--- config.mk ---
export PLATFORM = sky130hd
export DESIGN_NAME = hazard_scoreboard
export DESIGN_NICKNAME = d
export VERILOG_FILES = /design/src/rtl/hazard_scoreboard_pkg.sv /design/src/rtl/hazard_port_check.sv /design/src/rtl/hazard_scoreboard.sv
export SDC_FILE = /design/constraint.sdc
export NUM_CORES = 1
export LEC_CHECK = 0
export ABC_AREA = 0
export CAP_MARGIN = 15
export CORE_UTILIZATION = 58
export DETAILED_ROUTE_END_ITERATION = 6
export GPL_ROUTABILITY_DRIVEN = 1
export PLACE_DENSITY = 0.86
export SYNTH_ARGS = -nofsm -noshare
export SYNTH_HDL_FRONTEND = slang
export SYNTH_HIERARCHICAL = 1
export SYNTH_SLANG_ARGS = --single-unit
--- constraint.sdc ---
create_clock -name clk -period 20.9 [get_ports clk]
set_clock_uncertainty 0.2 [all_clocks]
set_input_delay 6.27 -clock clk [delete_from_list [all_inputs] [get_ports clk]]
set_output_delay 6.27 -clock clk [all_outputs]
set_load 0.02 [all_outputs]
--- src/rtl/hazard_scoreboard_pkg.sv ---
// Shared definitions for the D-stage hazard/forwarding unit: default geometry,
// stage codes emitted by the decoder and the mult/div busy latencies.
package hazard_scoreboard_pkg;

    localparam int DEF_ADDR_W  = 5;
    localparam int DEF_STAGE_W = 2;
    localparam int DEF_DEPTH   = 3;
    localparam int DEF_CNT_W   = 4;
    localparam int MD_MULT_LAT = 5;
    localparam int MD_DIV_LAT  = 10;

    typedef enum logic [1:0] {
        STAGE_DECODE  = 2'd0,
        STAGE_EXECUTE = 2'd1,
        STAGE_MEM     = 2'd2,
        STAGE_MAX     = 2'd3
    } stage_e;

    // Width of a forward select able to name positions 0..depth.
    function automatic int sel_width(input int depth);
        return $clog2(depth + 1);
    endfunction

endpackage

--- src/rtl/hazard_port_check.sv ---
// One read port: finds the youngest in-flight writer of raddr and decides
// between stalling, forwarding from its pipeline register, or reading the GRF.
module hazard_port_check #(
    parameter int ADDR_W  = 5,
    parameter int STAGE_W = 2,
    parameter int DEPTH   = 3,
    parameter int FWD_W   = 2
) (
    input  logic                           d_valid,
    input  logic [ADDR_W-1:0]              raddr,
    input  logic [STAGE_W-1:0]             use_stage,
    input  logic [DEPTH-1:0]               ent_valid,
    input  logic [DEPTH-1:0][ADDR_W-1:0]   ent_waddr,
    input  logic [DEPTH-1:0][STAGE_W-1:0]  ent_wstage,
    output logic                           hazard,
    output logic [FWD_W-1:0]               fwd_sel
);

    localparam logic [STAGE_W-1:0] USE_NONE = {STAGE_W{1'b1}};

    logic               hit_s;
    logic               ready_s;
    logic [STAGE_W:0]   hit_pos_s;
    logic [STAGE_W:0]   hit_ws_s;

    // Priority match: scanning oldest to youngest lets the youngest writer win.
    always_comb begin
        hit_s     = 1'b0;
        hit_pos_s = {(STAGE_W+1){1'b0}};
        hit_ws_s  = {(STAGE_W+1){1'b0}};
        for (int p = DEPTH; p >= 1; p--) begin
            if (ent_valid[p-1] && (ent_waddr[p-1] == raddr) && (raddr != {ADDR_W{1'b0}})) begin
                hit_s     = 1'b1;
                hit_pos_s = (STAGE_W+1)'(p);
                hit_ws_s  = {1'b0, ent_wstage[p-1]};
            end else begin
                hit_s     = hit_s;
            end
        end
    end

    // A not-yet-ready writer stalls only if its result arrives after the operand is needed.
    assign ready_s = hit_s && (hit_pos_s > hit_ws_s);
    assign hazard  = d_valid && (use_stage != USE_NONE) && hit_s && !ready_s &&
                     (hit_ws_s >= (hit_pos_s + {1'b0, use_stage}));
    assign fwd_sel = ready_s ? hit_pos_s[FWD_W-1:0] : {FWD_W{1'b0}};

endmodule

--- src/rtl/hazard_scoreboard.sv ---
// D-stage hazard/forwarding unit: shift scoreboard of in-flight writers plus a
// mult/div busy counter, producing stall and per-port forward selects.
module hazard_scoreboard
    import hazard_scoreboard_pkg::*;
#(
    parameter int ADDR_W     = DEF_ADDR_W,
    parameter int STAGE_W    = DEF_STAGE_W,
    parameter int DEPTH      = DEF_DEPTH,
    parameter int MULT_LAT   = MD_MULT_LAT,
    parameter int DIV_LAT    = MD_DIV_LAT,
    parameter int CNT_W      = DEF_CNT_W,
    localparam int FWD_W     = sel_width(DEPTH)
) (
    input  logic                clk,
    input  logic                reset_n,
    input  logic                d_valid,
    input  logic [ADDR_W-1:0]   d_raddr0,
    input  logic [ADDR_W-1:0]   d_raddr1,
    input  logic [STAGE_W-1:0]  d_use0,
    input  logic [STAGE_W-1:0]  d_use1,
    input  logic [ADDR_W-1:0]   d_waddr,
    input  logic [STAGE_W-1:0]  d_wstage,
    input  logic                d_md_start,
    input  logic                d_md_div,
    input  logic                d_md_use,
    input  logic                ext_stall,
    input  logic                flush,
    output logic                stall,
    output logic [FWD_W-1:0]    fwd_sel0,
    output logic [FWD_W-1:0]    fwd_sel1,
    output logic                md_busy
);

    localparam logic [CNT_W-1:0] MULT_LOAD = CNT_W'(MULT_LAT);
    localparam logic [CNT_W-1:0] DIV_LOAD  = CNT_W'(DIV_LAT);

    // Index p-1 holds scoreboard position p (0 = E stage).
    logic [DEPTH-1:0]               ent_valid_r;
    logic [DEPTH-1:0][ADDR_W-1:0]   ent_waddr_r;
    logic [DEPTH-1:0][STAGE_W-1:0]  ent_wstage_r;
    logic [CNT_W-1:0]               md_cnt_r;

    logic hazard0_s;
    logic hazard1_s;
    logic issue_s;

    hazard_port_check #(
        .ADDR_W(ADDR_W), .STAGE_W(STAGE_W), .DEPTH(DEPTH), .FWD_W(FWD_W)
    ) u_port0 (
        .d_valid(d_valid), .raddr(d_raddr0), .use_stage(d_use0),
        .ent_valid(ent_valid_r), .ent_waddr(ent_waddr_r), .ent_wstage(ent_wstage_r),
        .hazard(hazard0_s), .fwd_sel(fwd_sel0)
    );

    hazard_port_check #(
        .ADDR_W(ADDR_W), .STAGE_W(STAGE_W), .DEPTH(DEPTH), .FWD_W(FWD_W)
    ) u_port1 (
        .d_valid(d_valid), .raddr(d_raddr1), .use_stage(d_use1),
        .ent_valid(ent_valid_r), .ent_waddr(ent_waddr_r), .ent_wstage(ent_wstage_r),
        .hazard(hazard1_s), .fwd_sel(fwd_sel1)
    );

    assign md_busy = (md_cnt_r != {CNT_W{1'b0}});
    assign stall   = hazard0_s || hazard1_s || (d_valid && d_md_use && md_busy);
    assign issue_s = d_valid && !stall;

    // Scoreboard shift: flush kills everything, ext_stall freezes, otherwise advance one stage.
    always_ff @(posedge clk or negedge reset_n) begin
        if (!reset_n) begin
            ent_valid_r  <= {DEPTH{1'b0}};
            ent_waddr_r  <= {(DEPTH*ADDR_W){1'b0}};
            ent_wstage_r <= {(DEPTH*STAGE_W){1'b0}};
        end else if (flush) begin
            ent_valid_r  <= {DEPTH{1'b0}};
        end else if (!ext_stall) begin
            for (int p = DEPTH - 1; p > 0; p--) begin
                ent_valid_r[p]  <= ent_valid_r[p-1];
                ent_waddr_r[p]  <= ent_waddr_r[p-1];
                ent_wstage_r[p] <= ent_wstage_r[p-1];
            end
            ent_valid_r[0]  <= issue_s && (d_waddr != {ADDR_W{1'b0}});
            ent_waddr_r[0]  <= d_waddr;
            ent_wstage_r[0] <= d_wstage;
        end
    end

    // HI/LO busy counter: loads on an issued mult/div, counts down to zero otherwise.
    always_ff @(posedge clk or negedge reset_n) begin
        if (!reset_n) begin
            md_cnt_r <= {CNT_W{1'b0}};
        end else if (flush) begin
            md_cnt_r <= {CNT_W{1'b0}};
        end else if (!ext_stall) begin
            if (issue_s && d_md_start) begin
                md_cnt_r <= d_md_div ? DIV_LOAD : MULT_LOAD;
            end else if (md_busy) begin
                md_cnt_r <= md_cnt_r - CNT_W'(1);
            end
        end
    end

endmodule

==> flow_summary.toml <==
[outcome]
status = "finished, final reports clean"

[hold_path]
min_delay_path_depth = 1
hold_end = "ent_wstage_r[4]"
hp-start = "ent_wstage_r[4]"
hold_path.class = "flip-flop to flip-flop"

[cells_and_area]
fin_nets = 297
final_core_util_pct = 72.7
layout_common_cells = "clkdlybuf4s50_1, dfrtp_1, xnor2_1"
diodes = 0
finalNonFillerCells = 302
area_delta_synth_final_pct = 19.7
final_common_cell = "clkdlybuf4s50_1"
drive_above_1_share_pct = 18.1

[worst_setup_path]
crit_fanout = 9
crit_type = "input pin to output port"
ff2ff_path_depth = 17
crit_path_max_incr_delay_ns = 0.63
cp.arrival_ns = 10.42
reg2reg_from = "ent_waddr_r[2]"
cp-end-kind = "output port"
required_ns = 14.43
crit_path_cell_trace = "clkdlybuf4s50_1, or4_4, nor2_4, or4_1, o41a_1, inv_1, ha_1, inv_1, fa_1, ha_1, a21oi_1, a211oi_1, nand2_1, a21oi_1, nor2_1, o21ai_0, clkdlybuf4s50_1"
cp-start-kind = "input pin"
r2r-end = "md_cnt_r[1]"
ff2ff_setup_slack_ns = 16.73
crit_slowest_cell = "clkdlybuf4s50_1"

[global_route]
grt_pass1_wl_um = 8230
antenna_found_initial = 0
grt_max_degree = 29
overflow = 0
gr-usage-all-layers_pct = 26.3
grt_pass1_vias = 1755

[cts]
cts_tree = "built"
clk_pin_slew_ns = 0.10
cts.repair.resized = 0
cts.sinks = 28
cts_buffers = 3
postCtsSetupBuffers = 0
clock_path_buffers = 2
clock_insertion_delay_worst_skew_ns = 0.28
postCtsHoldBufs = 0
h-tree-depth = 1
cts_root_buffer = "clkbuf_8"

[synthesis]
ys_ff_latch = 28
ys.flop_type = "dfrtp_1"
synth_nets = 262
ys_types = 52
synth_area_um2 = 2220
ys_async_sr_fraction_pct = 100
yosys_warnings = 6
avgSynthCellArea_um2 = 10.1
syn_inst = 220
synth_edf_count = 0
seq_area_frac_synth_pct = 31.5

[power_and_ir_drop]
p_int_uw = 123
power.switching_uw = 56.7
combPwrFrac_pct = 31.5
p_leak_uw = 0.00112
swShare_pct = 31.6
powerDensity_nw_per_um2 = 67.5
p_seq_share_pct = 44.3
pwr-share-clk_pct = 24.2
ir_worst_vdd_mv = 0.0616

[floorplanning]
rows = 22
die_width_um = 63.9
initial_utilization_pct = 60.7
die-area_um2 = 4080
fp.coreArea_um2 = 3660
die_h_um = 63.9
pin_count = 35

[place]
place_worst_setup_slack_ns = 4.06
dp_cells = 298
port_buffers = 34
hpwl_um = 3660
gp_congestion = 0.816

[sta]
setup_violations = 0
tns_ns = 0
fmax_mhz = 59.2
slew_viol_final = 0
min_period_ns = 16.89
setup_slack_ns = 4.01
max_slew.worst_pin.slew_ns = 0.758
min_period_over_period_pct = 80.8
timing.slew.headroom_pct = 49.3
grt_setup_unrepaired = "false"
finalHoldViolCount = 0

[routing]
detail-route-antenna-nets = 0
drt-total-wl_um = 4750
wire_per_inst_um = 15.7
vias_per_cell = 5.76
num_vias = 1741
firstDrtPassIters = 4
drc = 0
first_iter_violations = 98

[run]
maxCapViolations = 0
final cells by class:
type | instances | area, um2
multi-input combinational | 172 | 1420
fill | 281 | 1000
sequential | 28 | 701
timing repair buffer | 36 | 355
tap | 48 | 60.1
inverter | 14 | 52.6
clock buffer | 3 | 41.3
clock inverter | 1 | 30.0
worst max path at each step:
stage	start	end	slack (ns)
6_report	d_raddr1[0]	stall	4.01
5_1_grt	d_raddr1[0]	stall	3.75
4_1_cts	d_raddr1[0]	stall	4.04
3_5_place_dp	d_raddr1[0]	stall	4.06
3_3_place_gp	d_raddr1[0]	stall	4.14
2_1_floorplan	d_raddr1[0]	stall	5.33
worst max-delay path: cells and delay by family:
family | cells | cell delay [ns]
buf+inv | 4 | 1.27
simple gates | 5 | 1.17
fa+ha+maj | 3 | 0.86
compound gates | 5 | 0.83
Yosys cell counts (3+ instances only):
cell type	count	area share, %
or4_4	3	1.5
o22ai_1	5	1.4
nor2_1	15	2.5
ha_1	11	6.2
nand2_1	14	2.4
inv_1	13	2.2
o21ai_0	7	1.6
dfrtp_1	28	32
buf_6	3	1.5
a31oi_1	3	0.84
a21oi_1	8	1.8
nor2b_1	3	0.84
buf_2	3	0.68
mux2_2	21	11
xnor2_1	22	8.7
xor2_1	8	3.2
o22a_1	3	1.2
nand4_1	5	1.4
sequential cells by signal, summed over array words and instances (netlist names):
signal and flops:
md_cnt_r 4, ent_wstage_r 6, ent_waddr_r 15, ent_valid_r 3
layer usage:
| metal | GRT usage, % | up-vias | wire [um] |
|---|---|---|---|
| met2 | 44.3 | 55 | 2410 |
| met1 | 33.6 | 822 | 2060 |
| met4 | 9.94 | 0 | 91 |
| met5 | 0 | - | 0 |
| li1 | - | 854 | - |
| met3 | 4.64 | 10 | 186 |
per-stage QoR:
step / power (uW) / hold slack [ns] / instance area [um2]
6_report: 179 / 0.358 / 2660
5_1_grt: 190 / 0.383 / 2660
4_1_cts: 181 / 0.360 / 2660
3_5_place_dp: 137 / 0.336 / 2590
3_3_place_gp: 135 / 0.316 / 2590
2_1_floorplan: 117 / 0.288 / 2220
kinds of logic after synthesis:
family          share of synthesized area, %
flops                                   31.5
compound gates                          13.2
mux                                     11.5
simple gates                            19.3
buf+inv                                 4.56
xor+xnor                                11.8
fa+ha+maj                               8.00
power by group through the flow:
stage / combinational, uW / clock (uW) / sequential, uW
finish: 56.5 / 43.5 / 79.5
global placement: 54.5 / 0 / 80.3
floorplan: 40.6 / 0 / 76.3
detailed placement: 56.2 / 0 / 80.9
CTS: 56.7 / 44.6 / 79.6
global route: 62.5 / 46.3 / 81.4
Note: power is estimated with default switching activity, not from simulation.
